--- config.mk ---
export PLATFORM = sky130hd
export DESIGN_NAME = alu_share_arbiter
export DESIGN_NICKNAME = d
export VERILOG_FILES = /design/src/rtl/alu_share_arbiter.sv
export SDC_FILE = /design/constraint.sdc
export NUM_CORES = 1
export LEC_CHECK = 0
export ABC_AREA = 0
export ABC_CLOCK_PERIOD_IN_PS = 5600
export CAP_MARGIN = 10
export CORE_UTILIZATION = 40
export CTS_CLUSTER_SIZE = 25
export DETAILED_ROUTE_END_ITERATION = 12
export PLACE_DENSITY = 0.67
export SLEW_MARGIN = 20
export SYNTH_ARGS = -nofsm -noshare
export SYNTH_HDL_FRONTEND = slang
export SYNTH_HIERARCHICAL = 1
export SYNTH_SLANG_ARGS = --single-unit
--- constraint.sdc ---
create_clock -name clock -period 5.6 [get_ports clock]
set_input_delay 0.84 -clock clock [delete_from_list [all_inputs] [get_ports clock]]
set_output_delay 0.84 -clock clock [all_outputs]
set_load 0.005 [all_outputs]
--- src/rtl/alu_share_arbiter.sv ---
// Two-requester round-robin front end for a single shared 32-bit add/sub datapath.
// Each operation runs IDLE (grant) -> EXEC (evaluate) -> RESP (hold until consumed).

module add_sub (
  input  logic [31:0] data_operandA,
  input  logic [31:0] data_operandB,
  input  logic [4:0]  ctrl_ALUopcode,
  output logic [31:0] data_result,
  output logic        overflow,
  output logic        isNotEqual,
  output logic        isLessThan
);
  logic        sub_s;
  logic [31:0] b_eff_s;
  logic [31:0] low_sum_s;
  logic [1:0]  msb_sum_s;
  logic        carry_msb_in_s;

  // Split the add so the carry into and out of bit 31 are both visible for overflow.
  assign sub_s          = (ctrl_ALUopcode == 5'b10001);
  assign b_eff_s        = sub_s ? ~data_operandB : data_operandB;
  assign low_sum_s      = {1'b0, data_operandA[30:0]} + {1'b0, b_eff_s[30:0]} + {31'd0, sub_s};
  assign carry_msb_in_s = low_sum_s[31];
  assign msb_sum_s      = {1'b0, data_operandA[31]} + {1'b0, b_eff_s[31]} + {1'b0, carry_msb_in_s};
  assign data_result    = {msb_sum_s[0], low_sum_s[30:0]};
  assign overflow       = carry_msb_in_s ^ msb_sum_s[1];
  assign isNotEqual     = (data_operandA != data_operandB);
  assign isLessThan     = data_result[31] ^ overflow;
endmodule

module alu_share_arbiter #(
  parameter bit INIT_PRIO = 1'b0,
  parameter int CNT_W     = 16
) (
  input  logic             clock,
  input  logic             reset_n,
  input  logic             req_valid_0,
  input  logic             req_valid_1,
  output logic             req_ready_0,
  output logic             req_ready_1,
  input  logic             req_sub_0,
  input  logic             req_sub_1,
  input  logic [31:0]      opA_0,
  input  logic [31:0]      opA_1,
  input  logic [31:0]      opB_0,
  input  logic [31:0]      opB_1,
  output logic             resp_valid_0,
  output logic             resp_valid_1,
  input  logic             resp_ready_0,
  input  logic             resp_ready_1,
  output logic [31:0]      result,
  output logic             ovf,
  output logic             ne,
  output logic             lt,
  output logic             busy,
  output logic [CNT_W-1:0] op_count
);

  typedef enum logic [1:0] {
    IDLE = 2'd0,
    EXEC = 2'd1,
    RESP = 2'd2
  } state_e;

  state_e           state_q;
  logic             prio_q;
  logic             owner_q;
  logic [31:0]      opa_q;
  logic [31:0]      opb_q;
  logic             sub_q;
  logic [31:0]      result_q;
  logic             ovf_q;
  logic             ne_q;
  logic             lt_q;
  logic             resp_valid_0_q;
  logic             resp_valid_1_q;
  logic [CNT_W-1:0] op_count_q;

  logic             grant_any_s;
  logic             grant_sel_s;
  logic             owner_resp_ready_s;
  logic [31:0]      alu_result_s;
  logic             alu_ovf_s;
  logic             alu_ne_s;
  logic             alu_lt_s;

  add_sub u_add_sub (
    .data_operandA  (opa_q),
    .data_operandB  (opb_q),
    .ctrl_ALUopcode ({4'b1000, sub_q}),
    .data_result    (alu_result_s),
    .overflow       (alu_ovf_s),
    .isNotEqual     (alu_ne_s),
    .isLessThan     (alu_lt_s)
  );

  // Winner selection: a lone requester wins outright, a tie goes to the priority holder.
  always_comb begin
    grant_any_s = 1'b0;
    grant_sel_s = 1'b0;
    if (req_valid_0 && req_valid_1) begin
      grant_any_s = 1'b1;
      grant_sel_s = prio_q;
    end else if (req_valid_0) begin
      grant_any_s = 1'b1;
      grant_sel_s = 1'b0;
    end else if (req_valid_1) begin
      grant_any_s = 1'b1;
      grant_sel_s = 1'b1;
    end else begin
      grant_any_s = 1'b0;
      grant_sel_s = 1'b0;
    end
  end

  assign req_ready_0        = (state_q == IDLE) && grant_any_s && !grant_sel_s;
  assign req_ready_1        = (state_q == IDLE) && grant_any_s &&  grant_sel_s;
  assign owner_resp_ready_s = owner_q ? resp_ready_1 : resp_ready_0;

  // Arbitration FSM, operand capture, result registers and completion bookkeeping.
  always_ff @(posedge clock or negedge reset_n) begin
    if (!reset_n) begin
      state_q        <= IDLE;
      prio_q         <= INIT_PRIO;
      owner_q        <= 1'b0;
      opa_q          <= 32'd0;
      opb_q          <= 32'd0;
      sub_q          <= 1'b0;
      result_q       <= 32'd0;
      ovf_q          <= 1'b0;
      ne_q           <= 1'b0;
      lt_q           <= 1'b0;
      resp_valid_0_q <= 1'b0;
      resp_valid_1_q <= 1'b0;
      op_count_q     <= {CNT_W{1'b0}};
    end else begin
      case (state_q)
        IDLE: begin
          if (grant_any_s) begin
            opa_q   <= grant_sel_s ? opA_1 : opA_0;
            opb_q   <= grant_sel_s ? opB_1 : opB_0;
            sub_q   <= grant_sel_s ? req_sub_1 : req_sub_0;
            owner_q <= grant_sel_s;
            state_q <= EXEC;
          end
        end
        EXEC: begin
          result_q       <= alu_result_s;
          ovf_q          <= alu_ovf_s;
          ne_q           <= alu_ne_s;
          lt_q           <= alu_lt_s;
          resp_valid_0_q <= ~owner_q;
          resp_valid_1_q <= owner_q;
          state_q        <= RESP;
        end
        RESP: begin
          // Priority flips only here, so a busy pair of requesters strictly alternates.
          if (owner_resp_ready_s) begin
            op_count_q     <= op_count_q + CNT_W'(1);
            prio_q         <= ~owner_q;
            resp_valid_0_q <= 1'b0;
            resp_valid_1_q <= 1'b0;
            state_q        <= IDLE;
          end
        end
        default: begin
          resp_valid_0_q <= 1'b0;
          resp_valid_1_q <= 1'b0;
          state_q        <= IDLE;
        end
      endcase
    end
  end

  assign resp_valid_0 = resp_valid_0_q;
  assign resp_valid_1 = resp_valid_1_q;
  assign result       = result_q;
  assign ovf          = ovf_q;
  assign ne           = ne_q;
  assign lt           = lt_q;
  assign busy         = (state_q != IDLE);
  assign op_count     = op_count_q;

endmodule
## Word-level counts from Yosys, hierarchy flattened

Index checks and enable logic that the tools add are counted.
W data, S select, Z words.

- Bitwise logic cells: 5
- $add $sub $neg: 5
- Equality and inequality tests: 5
- Reductions and logical operators: 11
- Multiplexer cells: 16

Operators with widths:

| kind | number |
|---|---|
| $mux W32 | 3 |
| $add A31 B31 Y32 | 1 |
| $add A32 B1 Y32 | 1 |
| $ne A32 B32 Y1 | 1 |
| $not A32 Y32 | 1 |
| $add A16 B1 Y16 const B | 1 |
| $mux W1 | 8 |
| $reduce_and A2 Y1 | 4 |
| $pmux W1 S3 | 2 |
| $pmux W2 S3 | 1 |
| $logic_and A1 B1 Y1 | 4 |
| $mux W2 | 2 |
| $ne A2 B2 Y1 const B | 2 |
| $add A1 B1 Y2 | 1 |
| $add A2 B1 Y2 | 1 |
| $eq A2 B1 Y1 const B | 1 |
| $eq A2 B2 Y1 const B | 1 |
| $logic_not A2 Y1 | 1 |
| $not A1 Y1 | 2 |
| $reduce_bool A2 Y1 | 1 |
| $xor A1 B1 Y1 | 2 |
| $logic_not A1 Y1 | 1 |

- Output and inout bits: 56
- Register bits: 122
- Input bits: 136
- Word-level logic and storage cells: 55

## Depth between registers and ports, before layout

Gate-level depths: netlist of run 1.

- Depth after elaboration: 7
- Gate-level depth with buffers: 15
- Depth with buffers taken out: 13

## By module

The synthesis of run 1 kept the hierarchy.

By module, submodules not included:

| module | times used | sequential area each (um^2) | cells an instance | area an instance (um^2) |
|---|---|---|---|---|
| alu_share_arbiter | 1 | 3052.9 | 386 | 4913.5 |
| add_sub | 1 | 0.0 | 342 | 2551.2 |

## Worst setup path before layout of run 1

No wires, ideal clock.

- Path kind: reg-to-reg
- Start point: register sub_q
- End point: register ovf_q (netlist: ovf)
- Data required time: 5.475 ns
- Library setup time: 0.125 ns
- Cell stages (with the launch flop): 15
- Buffers on the path: 1
- Data arrival time: 3.593 ns
- Clock period less this slack: 3.718 ns
- Setup slack: 1.882 ns
- Cell sequence: dfrtp_1 nand4bb_1 nor2_1 clkbuf_1 xor2_1 ha_1 nand4b_1 o211ai_4 a221oi_2 o31ai_4 a21oi_1 o21a_1 fa_1 xor2_1 mux2_2

- Cells in the longest elaborated chain, start to end: 5
- Elaborated cells on any way between the ends: 6
- Classes of those cells: add/sub (4); mux (1); bitwise (1)

RTL lines:

| element | line | text |
|---|---|---|
| from (decl) | 70 | `logic sub_q;` |
| from (signal assigned) | 142 | `sub_q <= grant_sel_s ? req_sub_1 : req_sub_0;` |
| $mux W32 | 21 | `assign b_eff_s = sub_s ? ~data_operandB : data_operandB;` |
| $add A31 B31 Y32 | 22 | `assign low_sum_s = {1'b0, data_operandA[30:0]} + {1'b0, b_eff_s[30:0]} + {31'd0, sub_s};` |
| $add A32 B1 Y32 | 22 |  |
| $add A2 B1 Y2 | 24 | `assign msb_sum_s = {1'b0, data_operandA[31]} + {1'b0, b_eff_s[31]} + {1'b0, carry_msb_in_s};` |
| $xor A1 B1 Y1 (*) | 26 | `assign overflow = carry_msb_in_s ^ msb_sum_s[1];` |
| via alu_ovf_s | 83 | `logic alu_ovf_s;` |
| to (signal assigned) | 149 | `ovf_q <= alu_ovf_s;` |
| to (decl) | 72 | `logic ovf_q;` |

Mark *: on every way through the listed nets, which the timed path passes. The rest lies on a longest branch.
A chain may end at the register's enable or synchronous reset.

## Worst setup path in the final report of run 1

Ends and elaborated chain as after synthesis.

==> results of run 1 <==
==> cell families (layout without fill, tap and decap cells) <==
| kind of cell | after synthesis | count (layout) | share of synthesized area [%] |
|---|---|---|---|
| buffers and inverters | 119 | 308 | 6.67 |
| adder cells (fa/ha/maj) | 34 | 34 | 6.00 |
| multiplexers | 39 | 39 | 5.83 |
| XOR/XNOR | 107 | 107 | 12.6 |
| AO/OA/AOI/OAI | 175 | 175 | 18.8 |
| AND/OR/NAND/NOR | 130 | 130 | 9.10 |
| other | 2 | 8 | 0.101 |
| flip-flops | 122 | 122 | 40.9 |
==> where the power goes <==
| part | switching, mW | internal, mW | total [mW] |
|---|---|---|---|
| clock | 0.415 | 0.694 | 1.11 |
| combinational | 1.91 | 1.77 | 3.68 |
| sequential | 0.496 | 1.29 | 1.79 |
==> metrics by stage <==
step                      util (%)  cells  total power [mW]  hold slack (ns)
after floorplan                  -    734              4.25            0.468
after detailed placement      52.6   1120              5.45            0.465
final                         55.9   1152              6.58            0.470
after global placement        52.6   1120              5.43            0.460
after global routing          55.9   1152              7.04            0.483
after CTS                     55.9   1152              6.59            0.473
==> registers in the layout, summed over array words and instances (netlist names) <==
register / flops
prio_q: 1
ovf: 1
result: 32
opb_q: 32
lt: 1
opa_q: 32
state_q: 2
resp_valid_0: 1
op_count: 16
ne: 1
resp_valid_1: 1
owner_q: 1
sub_q: 1
==> area by class of cell <==
class | instances | area, um^2 | area share, %
clock buffers | 20 | 467 | 4.60
clock inverters | 12 | 138 | 1.36
inverters | 79 | 297 | 2.92
multi-input cells | 493 | 3960 | 39.0
flip-flops and latches | 122 | 3050 | 30.1
well taps | 229 | 287 | 2.82
repair buffers | 197 | 1950 | 19.3
==> worst max-delay path, delay by kind of cell (launching register included) <==
kind            cells  cell delay, ns
buf+inv             1            0.38
flops               1            0.36
fa+ha+maj           2            0.84
compound gates      5            0.93
simple gates        3            0.75
mux                 1            0.26
xor+xnor            2            0.27
==> worst min-delay path by stage <==
| stage | depth (start not counted) | end | from |
|---|---|---|---|
| 3_5_place_dp | 1 | op_count[15] | op_count[15] |
| 6_report | 1 | op_count[15] | op_count[15] |
| 5_1_grt | 1 | op_count[15] | op_count[15] |
| 2_1_floorplan | 1 | op_count[15] | op_count[15] |
| 3_3_place_gp | 1 | op_count[15] | op_count[15] |
| 4_1_cts | 1 | op_count[15] | op_count[15] |
==> cell usage in the layout, fill, tap and decap left out, types with 3 or more instances in the layout <==
cell type,count
sky130_fd_sc_hd__conb_1,8
sky130_fd_sc_hd__nand2_1,34
sky130_fd_sc_hd__clkbuf_16,17
sky130_fd_sc_hd__nand3_1,10
sky130_fd_sc_hd__o211ai_1,3
sky130_fd_sc_hd__clkbuf_8,3
sky130_fd_sc_hd__a21o_1,20
sky130_fd_sc_hd__clkdlybuf4s50_1,190
sky130_fd_sc_hd__fa_1,3
sky130_fd_sc_hd__xnor2_1,47
sky130_fd_sc_hd__nor4_1,7
sky130_fd_sc_hd__nand4_1,20
sky130_fd_sc_hd__mux2i_1,3
sky130_fd_sc_hd__o21bai_1,8
sky130_fd_sc_hd__a222oi_1,65
sky130_fd_sc_hd__clkinv_4,3
sky130_fd_sc_hd__ha_1,31
sky130_fd_sc_hd__nor2_1,28
sky130_fd_sc_hd__nand2b_1,3
sky130_fd_sc_hd__mux2_2,36
sky130_fd_sc_hd__a21oi_1,32
sky130_fd_sc_hd__and3_1,5
sky130_fd_sc_hd__o21ai_0,19
sky130_fd_sc_hd__o21a_1,3
sky130_fd_sc_hd__dfrtp_1,122
sky130_fd_sc_hd__inv_1,79
sky130_fd_sc_hd__xor2_1,60
sky130_fd_sc_hd__inv_6,3
sky130_fd_sc_hd__nor3_1,5
sky130_fd_sc_hd__a211oi_1,5
sky130_fd_sc_hd__buf_4,7
==> routing by layer <==
metal	global-route usage, %	vias up	wire length, um
li1	-	3036	-
met1	33.4	3017	10300
met2	35.3	268	9870
met3	5.80	18	1530
met4	6.56	0	317
met5	0	-	0
==> parameters.txt, run 1 <==
Parameter                              Value

Synthesis
  Largest cells by area after synthesis ... sky130_fd_sc_hd__dfrtp_1 41%, sky130_fd_sc_hd__a222oi_1 8.7%, sky130_fd_sc_hd__xor2_1 7.0%
  Count of flip-flops with a built-in enable after synthesis ... 0
  Post-synthesis instance total ... 728
  Number of distinct standard cells referenced by the synthesized netlist ... 59
  Portion of the post-synthesis area used by sequential elements ... 40.9%
  Register bit total from synthesis ... ~120
  Total number of yosys warnings ... 6
  Share of flip-flops with an asynchronous set or reset after synthesis ... 100%
  Largest area contributor in the netlist ... sky130_fd_sc_hd__dfrtp_1
  Share of the synthesized area in the top cell type ... 40.9%
  Netlist area before placement ... approximately 7500 um^2
  Commonest register cell after synthesis ... sky130_fd_sc_hd__dfrtp_1
  Most common cell in the netlist ... sky130_fd_sc_hd__dfrtp_1
  Most instantiated cells after synthesis ... 122 x sky130_fd_sc_hd__dfrtp_1, 79 x sky130_fd_sc_hd__inv_1, 65 x sky130_fd_sc_hd__a222oi_1, 60 x sky130_fd_sc_hd__xor2_1, 47 x sky130_fd_sc_hd__xnor2_1
  Syn Area/Cell ... 10.3 um^2

Setup path
  Reg2reg start ... sub_q
  Required time of the critical path ... around 5.9 ns
  Critical Path Sink ... ovf
  Crit-path cells ... nand4bb_1, nor2_4, buf_4, xor2_1, ha_1, nand2_1, o21ai_0, a21o_1, a221o_1, a21oi_1, o21a_1, fa_1, xor2_1, mux2_2
  Cell seen most often among critical-path stages ... sky130_fd_sc_hd__xor2_1
  Kind of start point of the critical path ... flop
  Class of the most critical setup path ... reg2reg
  Biggest cell delay along the critical path ... 0.43 ns
  Critical Path Slowest Stage Cell ... sky130_fd_sc_hd__ha_1
  RR Endpoint ... ovf
  Source of the critical timing path ... sub_q
  Register-to-Register Setup Slack ... 1.68 ns
  Nature of the critical path endpoint ... flop
  Worst-case reg-to-reg path depth ... 14
  Critical-path maximum fanout ... 18
  Arrival time of data at the critical path endpoint ... 4.23 ns

Clock network
  Number of clock buffers inserted by TritonCTS ... 17
  CTS HTree Levels ... 4
  Largest buffer count on any clock path ... 2
  CTS Hold Buffers Added ... 0
  Clock tree from TritonCTS ... done
  Clock transition at the register clock pins on the worst setup and hold paths after CTS ... approximately 0.060 ns
  Clock sinks ... roughly 120
  Clock root buffer master ... sky130_fd_sc_hd__clkbuf_16
  Skew-Pair Late Insertion Delay ... 0.42 ns
  Setup repair bufs after CTS ... 0
  Post-cts resize count ... 0

STA
  Portion of the clock cycle consumed by the worst path in the final layout ... 70.0%
  Final setup vio count ... 0
  Number of hold violations in the final report ... 0
  Worst clock skew ... 0.00786 ns
  Rel. slew slack ... between 40 and 50%
  Setup total negative slack ... 0 ns
  Unrepaired setup endpoints after global routing ... false
  Total count of max-transition violations in the final report ... 0
  Least setup slack across all paths after layout ... 1.68 ns
  Peak clock frequency supported by timing ... 255 MHz
  Post-route minimum period ... 3.92 ns
  Slew at the pin with the worst max-slew slack ... 0.802 ns

Place
  DPL Wire Length ... 17300 um
  Final weighted congestion in routability-driven placement ... 0.924
  Total placed instance area ... 9550 um^2
  Number of I/O port buffers ... 191
  Setup slack after placement ... 1.71 ns

Power and ir drop
  Leakage power ... roughly 4.6 nW
  Max rail drop VDD ... 0.294 mV
  Power density over the cells ... 648 nW/um^2

Routing
  Detailed Routing Iterations Pass 1 ... 13
  Vias ... 6339
  Detail Route Antenna Nets ... 0
  Number of remaining DRC errors ... 7
  Initial DRC count ... about 660
  Average via count per standard cell ... 5.50
  Total detailed-routing wirelength ... 22100 um
  Routed wire per std cell ... 19.1 um

Die
  Number of primary I/O pins ... roughly 190
  Placeable core area ... 18100 um^2
  Area of the die ... approximately 19000 um^2
  Rows ... between 40 and 50
  Initial standard-cell utilization of the core ... 41.1%
  Floorplan die height ... 139 um
  DIE WIDTH ... 139 um

Run status
  Violations in the final reports ... design-rule violations
  Result of the run ... complete, but fails checks

Global routing
  Largest net degree at the start of global routing ... 66
  Number of global-route vias before repair ... 6079
  Total congestion overflow ... 0
  Total routing resource utilization after global routing ... 23.4%
  Initial antenna violation count ... 0
  Global-route wire length before repair ... 34400 um

Min path
  Type of the tightest min-delay check ... reg2reg

Final layout
  Antenna diode count ... 0
  # fillers ... 1627
  Nets@finish ... 1080
  Fraction of layout instances using a drive strength above 1 ... 9.86%
  Post-layout instance area ... 10200 um^2
  P&R area growth vs syn ... 36.0%

Job
  Reported max-cap violation count ... 0
Note: power is estimated with default switching activity, not from simulation.
==> run 2, diff against run 1 <==
Settings changed: ABC_CLOCK_PERIOD_IN_PS 5600 to 3100, PLACE_DENSITY 0.67 to 0.69.
Clock period 5.6 ns to 3.1 ns, I/O delays scaled along.
==> parameters.txt, run 2 (synthesized netlist as in run 1, its figures left out) <==
Parameter                              Value

Final layout
  Most frequent cells in the layout ... 190 x sky130_fd_sc_hd__clkdlybuf4s50_1, 129 x sky130_fd_sc_hd__buf_4, 122 x sky130_fd_sc_hd__dfrtp_1, 79 x sky130_fd_sc_hd__inv_1, 65 x sky130_fd_sc_hd__a222oi_1 (was 190 x sky130_fd_sc_hd__clkdlybuf4s50_1, 122 x sky130_fd_sc_hd__dfrtp_1, 79 x sky130_fd_sc_hd__inv_1, 65 x sky130_fd_sc_hd__a222oi_1, 60 x sky130_fd_sc_hd__xor2_1)
  FF/Latch Area ... 3050 um^2 (unchanged)
  Post-layout instance area ... 11600 um^2 (was 10200 um^2)
  Commonest non-fill, non-tap cell in the layout ... sky130_fd_sc_hd__clkdlybuf4s50_1 (unchanged)
  Final core utilization ... 64.2% (was 55.9%)
  Nets@finish ... 1215 (was 1080)
  Non-filler cells, final ... 1288 (was 1152)
  # fillers ... 1470 (was 1627)
  Fraction of layout instances using a drive strength above 1 ... 27.2% (was 9.86%)
  P&R area growth vs syn ... 56.0% (was 36.0%)
  Area taken by multi-input logic gates ... 4380 um^2 (was 3960 um^2)

STA
  Unrepaired setup endpoints after global routing ... true (was false)
  Worst clock skew ... 0.0124 ns (was 0.00786 ns)
  Worst-case hold slack ... 0.0304 ns (was 0.470 ns)
  Peak clock frequency supported by timing ... 299 MHz (was 255 MHz)
  Final setup vio count ... 16 (was 0)
  Setup total negative slack ... -2.17 ns (was 0 ns)
  Total count of max-transition violations in the final report ... 0 (unchanged)
  Slew at the pin with the worst max-slew slack ... 1.00 ns (was 0.802 ns)
  Number of hold violations in the final report ... 0 (unchanged)
  Portion of the clock cycle consumed by the worst path in the final layout ... 108% (was 70.0%)
  Least setup slack across all paths after layout ... -0.240 ns (was 1.68 ns)
  Rel. slew slack ... 33.1% (was 46.6%)
  Post-route minimum period ... 3.34 ns (was 3.92 ns)

Job
  Reported max-cap violation count ... 0 (unchanged)

Routing
  Total detailed-routing wirelength ... 24200 um (was 22100 um)
  Average via count per standard cell ... 5.47 (was 5.50)
  Detail Route Antenna Nets ... 0 (unchanged)
  Initial DRC count ... 647 (was 664)
  Number of remaining DRC errors ... 12 (was 7)
  Vias ... 7042 (was 6339)
  Routed wire per std cell ... 18.8 um (was 19.1 um)
  Detailed Routing Iterations Pass 1 ... 12 (was 13)

Setup path
  Required time of the critical path ... 3.41 ns (was 5.91 ns)
  Arrival time of data at the critical path endpoint ... 3.65 ns (was 4.23 ns)
  Kind of start point of the critical path ... flop (unchanged)
  Critical-path maximum fanout ... 6 (was 18)
  Class of the most critical setup path ... reg2reg (unchanged)
  Nature of the critical path endpoint ... flop (unchanged)

Global routing
  Total routing resource utilization after global routing ... 25.0% (was 23.4%)
  Total congestion overflow ... 0 (unchanged)
  Number of global-route vias before repair ... 6880 (was 6079)
  Initial antenna violation count ... 1 (was 0)
  Global-route wire length before repair ... 37200 um (was 34400 um)
  Largest net degree at the start of global routing ... 68 (was 66)

Run status
  Violations in the final reports ... design-rule violations, negative setup slack (was design-rule violations)
  Result of the run ... complete, but fails checks (unchanged)

Die
  Placeable core area ... 18100 um^2 (unchanged)
  DIE WIDTH ... 139 um (unchanged)
  Area of the die ... 19200 um^2 (unchanged)
  Rows ... 49 (unchanged)
  Initial standard-cell utilization of the core ... 41.1% (unchanged)
  Number of primary I/O pins ... 192 (unchanged)
  Floorplan die height ... 139 um (unchanged)

Clock network
  Clock tree from TritonCTS ... done (unchanged)
  Skew-Pair Late Insertion Delay ... 0.43 ns (was 0.42 ns)
  Clock root buffer master ... sky130_fd_sc_hd__clkbuf_16 (unchanged)
  CTS HTree Levels ... 4 (unchanged)
  CTS Hold Buffers Added ... 0 (unchanged)
  Largest buffer count on any clock path ... 2 (unchanged)
  Clock sinks ... 122 (unchanged)
  Number of clock buffers inserted by TritonCTS ... 17 (unchanged)
  Clock transition at the register clock pins on the worst setup and hold paths after CTS ... 0.06 ns (about the same)

Place
  Number of I/O port buffers ... 191 (unchanged)
  Total placed instance area ... 10400 um^2 (was 9550 um^2)
  DPL Wire Length ... 18000 um (was 17300 um)
  Setup slack after placement ... -0.307 ns (was 1.71 ns)
  Count of placed standard cells including taps ... 1227 (was 1120)
  Final weighted congestion in routability-driven placement ... 0.920 (was 0.924)

Power and ir drop
  Leakage power ... 5.41 nW (was 4.65 nW)
  Max rail drop VDD ... 0.567 mV (was 0.294 mV)
  Power density over the cells ... 1240 nW/um^2 (was 648 nW/um^2)
  Total power consumption of the routed design ... 14.4 mW (was 6.58 mW)

Min path
  Type of the tightest min-delay check ... in2async (was reg2reg)
[run 2: timing repair]
action / in CTS / in global routing
endpoints found under the setup margin: 19 / 24
cloned: 1 / 0
resized for setup: 40 / 63
pin swaps: 25 / 51
setup buffers: 8 / 23
[run 2: path summary, 6_finish.rpt]
kind                                   start            to  slack, ns  cells after the start
worst max-delay path                   sub_q    result[31]      -0.24                     15
worst min-delay path                 reset_n   op_count[2]       0.03                      1
worst max register to register         sub_q    result[31]      -0.24                     15
worst min register to register  op_count[15]  op_count[15]       0.47                      1
max in group asynchronous            reset_n    result[10]       2.29                      2
min in group clock              op_count[15]  op_count[15]       0.47                      1
[run 2: per-layer routing]
| metal | wire length, um | share of wire (%) | track usage, % | vias up |
|---|---|---|---|---|
| met5 | 0 | 0 | 0 | - |
| met2 | 11800 | 49 | 40.9 | 234 |
| met1 | 10700 | 44 | 33.6 | 3478 |
| met4 | 391 | 1.6 | 7.69 | 0 |
| li1 | - | - | - | 3301 |
| met3 | 1270 | 5.3 | 4.56 | 29 |
[run 2: area by class of cell]
cell class              count  area share (%)
repair buffers            332            26.2
flip-flops and latches    122            26.2
well taps                 229            2.46
multi-input cells         493            37.7
inverters                  79            2.55
diodes                      1          0.0215
clock inverters            13            1.14
clock buffers              19            3.80
[run 2: worst max-delay path, stage by stage, from the launching register on]
cell,delay (ns)
sky130_fd_sc_hd__dfrtp_1,0.34
sky130_fd_sc_hd__nand4bb_1,0.15
sky130_fd_sc_hd__nor2_4,0.19
sky130_fd_sc_hd__buf_6,0.14
sky130_fd_sc_hd__buf_12,0.12
sky130_fd_sc_hd__buf_8,0.12
sky130_fd_sc_hd__xor2_1,0.06
sky130_fd_sc_hd__ha_1,0.34
sky130_fd_sc_hd__nand4_1,0.14
sky130_fd_sc_hd__buf_4,0.17
sky130_fd_sc_hd__nor4_4,0.31
sky130_fd_sc_hd__a21oi_2,0.08
sky130_fd_sc_hd__o21a_1,0.23
sky130_fd_sc_hd__fa_2,0.53
sky130_fd_sc_hd__inv_1,0.03
sky130_fd_sc_hd__mux2_2,0.25
[run 2: report_power, final]
| group | total, mW | internal [mW] | switching, mW | leakage, nW |
|---|---|---|---|---|
| combinational | 9.33 | 4.88 | 4.45 | 3.64 |
| clock | 1.94 | 1.15 | 0.792 | 0.282 |
| sequential | 3.18 | 2.34 | 0.839 | 1.49 |
